## src/rtl/dop_dec.sv

```systemverilog
// DoP (DSD over PCM) decoder: validates DoP markers on incoming stereo PCM
// frames, locks onto a marker stream, buffers DSD payload words and paces
// them out to a DSD serializer, one word pair every 16 bclk.
module dop_dec #(
    parameter int unsigned DEPTH    = 4,
    parameter int unsigned LOCK_CNT = 4,
    parameter int unsigned PREFILL  = 2
) (
    input  logic        bclk,
    input  logic        rst,
    input  logic        pcm_valid,
    input  logic [23:0] pcm_ldata,
    input  logic [23:0] pcm_rdata,
    output logic        valid_o,
    output logic [15:0] ldata_o,
    output logic [15:0] rdata_o,
    output logic        dop_lock,
    output logic        err_marker,
    output logic        err_ovf,
    output logic        err_udf
);

    localparam int unsigned AW = $clog2(DEPTH);
    localparam int unsigned CW = $clog2(DEPTH + 1);
    localparam int unsigned GW = $clog2(LOCK_CNT + 1);
    localparam logic [15:0] DSD_SILENCE = 16'h6969;

    typedef enum logic [1:0] {
        ST_UNLOCKED,
        ST_LOCKING,
        ST_LOCKED
    } state_t;

    state_t          r_state;
    logic [GW-1:0]   r_gcnt;
    logic [7:0]      r_last_marker;
    logic            r_dop_lock;
    logic            r_err_marker;

    logic [31:0]     r_mem [DEPTH];
    logic [AW-1:0]   r_wptr;
    logic [AW-1:0]   r_rptr;
    logic [CW-1:0]   r_count;

    logic            r_running;
    logic [3:0]      r_slot;
    logic            r_valid;
    logic [15:0]     r_ldata;
    logic [15:0]     r_rdata;
    logic            r_err_ovf;
    logic            r_err_udf;

    logic [7:0]      w_lmark;
    logic [7:0]      w_rmark;
    logic            w_marker_ok;
    logic            w_unlock;
    logic            w_wr_req;
    logic            w_full;
    logic            w_empty;
    logic            w_strobe;
    logic            w_pop;
    logic            w_push;
    logic            w_ovf;
    logic            w_start;
    logic [GW-1:0]   w_gcnt_inc;

    // Marker qualification and FIFO / pacing control decisions for this edge
    always_comb begin
        w_lmark     = pcm_ldata[23:16];
        w_rmark     = pcm_rdata[23:16];
        w_marker_ok = (w_lmark == w_rmark)
                   && ((w_lmark == 8'h05) || (w_lmark == 8'hFA))
                   && ((r_state == ST_UNLOCKED) || (w_lmark != r_last_marker));
        w_unlock    = pcm_valid && (r_state == ST_LOCKED) && !w_marker_ok;
        w_wr_req    = pcm_valid && (r_state == ST_LOCKED) && w_marker_ok;
        w_full      = (r_count == CW'(DEPTH));
        w_empty     = (r_count == CW'(0));
        // strobe fires as the slot counter wraps into slot 0
        w_strobe    = r_running && (r_slot == 4'd15) && !w_unlock;
        w_pop       = w_strobe && !w_empty;
        w_push      = w_wr_req && (!w_full || w_pop);
        w_ovf       = w_wr_req && w_full && !w_pop;
        w_start     = (r_state == ST_LOCKED) && !r_running && !w_unlock
                   && (r_count >= CW'(PREFILL));
        w_gcnt_inc  = r_gcnt + GW'(1);
    end

    // Marker lock state machine, evaluated only on frame strobes
    always_ff @(posedge bclk or posedge rst) begin
        if (rst) begin
            r_state       <= ST_UNLOCKED;
            r_gcnt        <= '0;
            r_last_marker <= 8'h00;
            r_dop_lock    <= 1'b0;
            r_err_marker  <= 1'b0;
        end else begin
            r_err_marker <= 1'b0;
            if (pcm_valid) begin
                case (r_state)
                    ST_UNLOCKED: begin
                        if (w_marker_ok) begin
                            r_last_marker <= w_lmark;
                            r_gcnt        <= GW'(1);
                            if (LOCK_CNT <= 1) begin
                                r_state    <= ST_LOCKED;
                                r_dop_lock <= 1'b1;
                            end else begin
                                r_state <= ST_LOCKING;
                            end
                        end
                    end
                    ST_LOCKING: begin
                        if (w_marker_ok) begin
                            r_last_marker <= w_lmark;
                            r_gcnt        <= w_gcnt_inc;
                            if (w_gcnt_inc >= GW'(LOCK_CNT)) begin
                                r_state    <= ST_LOCKED;
                                r_dop_lock <= 1'b1;
                            end
                        end else begin
                            r_state <= ST_UNLOCKED;
                            r_gcnt  <= '0;
                        end
                    end
                    ST_LOCKED: begin
                        if (w_marker_ok) begin
                            r_last_marker <= w_lmark;
                        end else begin
                            r_state      <= ST_UNLOCKED;
                            r_gcnt       <= '0;
                            r_dop_lock   <= 1'b0;
                            r_err_marker <= 1'b1;
                        end
                    end
                    default: begin
                        r_state    <= ST_UNLOCKED;
                        r_gcnt     <= '0;
                        r_dop_lock <= 1'b0;
                    end
                endcase
            end
        end
    end

    // Payload storage; contents need no reset since the count gates reads
    always_ff @(posedge bclk) begin
        if (w_push) begin
            r_mem[r_wptr] <= {pcm_ldata[15:0], pcm_rdata[15:0]};
        end
    end

    // FIFO pointers and occupancy; an unlock flushes everything
    always_ff @(posedge bclk or posedge rst) begin
        if (rst) begin
            r_wptr  <= '0;
            r_rptr  <= '0;
            r_count <= '0;
        end else if (w_unlock) begin
            r_wptr  <= '0;
            r_rptr  <= '0;
            r_count <= '0;
        end else begin
            if (w_push) begin
                r_wptr <= r_wptr + AW'(1);
            end
            if (w_pop) begin
                r_rptr <= r_rptr + AW'(1);
            end
            case ({w_push, w_pop})
                2'b10:   r_count <= r_count + CW'(1);
                2'b01:   r_count <= r_count - CW'(1);
                default: r_count <= r_count;
            endcase
        end
    end

    // Output pacing: 16-slot cadence, pop or silence on each strobe
    always_ff @(posedge bclk or posedge rst) begin
        if (rst) begin
            r_running <= 1'b0;
            r_slot    <= 4'd0;
            r_valid   <= 1'b0;
            r_ldata   <= 16'h0000;
            r_rdata   <= 16'h0000;
            r_err_ovf <= 1'b0;
            r_err_udf <= 1'b0;
        end else begin
            r_valid   <= 1'b0;
            r_err_udf <= 1'b0;
            r_err_ovf <= w_ovf;
            if (w_unlock) begin
                r_running <= 1'b0;
                r_slot    <= 4'd0;
            end else if (w_start) begin
                r_running <= 1'b1;
                r_slot    <= 4'd0;
            end else if (r_running) begin
                r_slot <= r_slot + 4'd1;
                if (w_strobe) begin
                    r_valid <= 1'b1;
                    if (w_pop) begin
                        r_ldata <= r_mem[r_rptr][31:16];
                        r_rdata <= r_mem[r_rptr][15:0];
                    end else begin
                        r_ldata   <= DSD_SILENCE;
                        r_rdata   <= DSD_SILENCE;
                        r_err_udf <= 1'b1;
                    end
                end
            end
        end
    end

    assign valid_o    = r_valid;
    assign ldata_o    = r_ldata;
    assign rdata_o    = r_rdata;
    assign dop_lock   = r_dop_lock;
    assign err_marker = r_err_marker;
    assign err_ovf    = r_err_ovf;
    assign err_udf    = r_err_udf;

endmodule
```

## config.mk

```make
export PLATFORM = sky130hd
export DESIGN_NAME = dop_dec
export DESIGN_NICKNAME = d
export VERILOG_FILES = /design/src/rtl/dop_dec.sv
export SDC_FILE = /design/constraint.sdc
export NUM_CORES = 1
export LEC_CHECK = 0
export BUFFER_PORTS_ARGS = -buffer_cell sky130_fd_sc_hd__buf_2
export CAP_MARGIN = 20
export CORE_MARGIN = 2
export CORE_UTILIZATION = 58
export DETAILED_ROUTE_END_ITERATION = 10
export PLACE_DENSITY = 0.82
export SLEW_MARGIN = 25
export SYNTH_ARGS = -nofsm -noshare
export SYNTH_HDL_FRONTEND = slang
export SYNTH_SLANG_ARGS = --single-unit
export TNS_END_PERCENT = 20
```

## constraint.sdc

```tcl
create_clock -name bclk -period 3.5 [get_ports bclk]
set_input_delay 0.35 -clock bclk [delete_from_list [all_inputs] [get_ports bclk]]
set_output_delay 0.35 -clock bclk [all_outputs]
set_load 0.03 [all_outputs]
```

==> results.cfg <==
[outcome]
status = finished, final reports clean

[setup_path]
start_kind = register
crit_arrival_ns = 2.99
crit_type = register to register
crit_path_end_kind = register
rrSetupSlack_ns = 0.85
critPathMaxStageDelay_ns = 0.49
cp_top_family = simple AND/OR/NAND/NOR gates
regToRegEndpoint = r_count[2]
critPathMaxFanout = 19
worstSetupStartpoint = r_count[1]
required_ns = 3.84
crit_chain = nor2_1, nand2_1, nand2_1, nor2_1, fa_1, nor4b_1, a41oi_1, o221ai_1
reg2regPathDepth = 8
cp_slowest_cell = dfrtp_1
reg2reg_from = r_count[1]
path_buf_inv = 0

[sta]
period_minus_slack_ns = 2.65
hold_viol = 0
relSlewSlack_pct = 44.2
fmax_ghz = 0.377
slew_viol_final = 0
fin_hold_ws_ns = 0.00318
skew_ns = 0.0131
rsz0062_at_grt = no
worst_slew_pin_slew_ns = 0.838
fin_crit_sh_pct = 75.8
fin_tns_setup_ns = 0
finalSetupViolations = 0

[cells_and_area]
syn_to_final_growth_pct = 16.9
drive_gt1_share_pct = 29.7
antenna_cells = 0
nets = 635
fin_area_um2 = 9090
final_common_cell = edfxtp_1
layout_common_cells = edfxtp_1 (128), buf_2 (87), dfrtp_1 (60)

[clock_tree]
cts_buffers = 17
clockBufferDepth = 2
clk_latency_ns = 0.43
cts.sinks = 190
htree_levels = 4
ctsHoldBuffers = 0
cts.clk_slew.worst_paths_ns = 0.07
tritoncts = yes
cts_setup_buffers = 0
cts_root_buf = clkbuf_16
cts_resized = 0

[die]
die_y_um = 120
die_area_um2 = 14400
core-area_um2 = 13200
start_util_pct = 59.0
io-pin-count = 88
rows = 42
die_w_um = 120

[power_and_ir_drop]
power_leakage_uw = 0.00358
ir_drop_v = 0.000342
powerDensity_nw_per_um2 = 723
power_uw = 6580

[worst_hold_path]
hp-class = input pin to asynchronous set/reset pin

[synth]
async_flop_share_pct = 32.6
synth.avg_cell_area_um2 = 16.2
yosys_warnings = 0
synth-simple-area-share_pct = 5.60
synthXorXnorAreaFrac_pct = 2.48
synth-adder-area-share_pct = 1.22
synth_edf_count = 128
synth_top_family_by_area = multiplexers
synthesis.nets = 539
synth-seq-area-share_pct = 69.3
synth_compound_area_share_pct = 4.13
syn_area_um2 = 7780
syn_inst = 481
muxShareOfSynthArea_pct = 13.8
synth_cell_types = 51
synth_flop_cell = edfxtp_1
ys_seq_elements = 190

[grt]
grt_overflow = 0
grt_pass1_wl_um = 24000
grt_usage_pct = 22.4
antenna_found_initial = 0
grt_max_degree = 34
grt_pass1_vias = 4658

[flow_run]
maxCapViolCount = 0

[route]
wl_per_cell_um = 19.2
route.detailed.drc = 0
first_pass_iters = 5
top_layer_used = met4
met1Wirelength_um = 5620
vias = 4315
wl_um = 14700
drt-initial-drc-count = 363
via_per_inst = 5.63
route.met2.wl_um = 7930
drtAntennaViolNets = 0
wl_met3_um = 847

[placed_design]
gp_congestion = 0.787
io_buffers = 87
dp_hpwl_um = 9580
placed_area_um2 = 8480
[per-stage QoR]
| step | instances | worst slack [ns] | util [%] |
|---|---|---|---|
| CTS | 766 | 0.867 | 68.9 |
| finish | 766 | 0.848 | 68.9 |
| global route | 766 | 0.565 | 68.9 |
| floorplan | 481 | 0.619 | - |
| detailed placement | 734 | 0.746 | 64.3 |
| global placement | 734 | 0.876 | 64.3 |
[registers in the layout, summed over array words and instances, names as in the netlist, 2 cells and up]
| signal | flops |
|---|---|
| r_gcnt | 3 |
| r_wptr | 2 |
| rdata_o | 16 |
| r_state | 2 |
| r_last_marker | 8 |
| r_rptr | 2 |
| ldata_o | 16 |
| r_slot | 4 |
| r_mem | 128 |
| r_count | 3 |
[worst max path at each step]
stage,endpoint,slack (ns),depth (start not counted)
after CTS,r_count[2],0.87,8
after global placement,r_mem[1][23],0.88,7
after floorplan,r_mem[0][0],0.62,7
after detailed placement,r_mem[0][23],0.75,7
after global routing,r_count[2],0.57,8
final,r_count[2],0.85,8
[layout make-up]
type	instances	area (um2)
Fill cell	839	4100
Tap cell	176	220
Timing Repair Buffer	98	568
Clock buffer	17	425
Inverter	43	161
Multi-Input combinational cell	227	2130
Clock inverter	15	184
Sequential cell	190	5400
[worst register-to-register path, delay by kind of cell (launching register included)]
family / cells / cell delay (ns)
AND/OR/NAND/NOR: 5 / 1.48
adder cells (fa/ha/maj): 1 / 0.42
flip-flops: 1 / 0.49
AO/OA/AOI/OAI: 2 / 0.18
[Yosys cell counts (2+ instances only)]
cell / number / area, um2
edfxtp_1: 128 / 3840
dfrtp_1: 62 / 1550
inv_1: 43 / 161
mux2i_1: 33 / 330
nor2_1: 33 / 124
mux4_2: 32 / 721
nand2_1: 25 / 93.8
clkbuf_1: 14 / 52.6
xor2_1: 13 / 114
xnor2_1: 9 / 78.8
a21o_1: 6 / 45.0
ha_1: 6 / 75.1
and3_1: 5 / 31.3
nor3_1: 5 / 25.0
o21ai_0: 5 / 25.0
nand3_1: 4 / 20.0
nand4_1: 4 / 25.0
a21oi_1: 3 / 15.0
a31oi_1: 3 / 18.8
buf_2: 3 / 15.0
buf_6: 3 / 33.8
nor2b_1: 3 / 18.8
nor4_1: 3 / 18.8
o2bb2ai_1: 3 / 26.3
o31ai_1: 3 / 22.5
a221oi_1: 2 / 17.5
mux2_1: 2 / 22.5
nand4bb_1: 2 / 22.5
o22ai_1: 2 / 12.5
[logic make-up (layout without fill, tap and decap cells)]
kind of cell,after synthesis,in the layout
compound gates,40,40
simple gates,91,91
mux,67,67
flops,190,190
xor+xnor,22,22
fa+ha+maj,7,7
buf+inv,64,173
[power by group]
group / internal, uW / total, uW / switching [uW]
combinational: 719 / 1710 / 994
clock: 1130 / 1960 / 824
sequential: 2630 / 2910 / 271
[layer usage]
layer / track usage [%] / up-vias
li1: - / 1979
met1: 27.0 / 2170
met2: 39.5 / 150
met3: 4.75 / 16
met4: 9.41 / 0
met5: 0 / -
No activity file was read; power rests on OpenSTA's default activity.
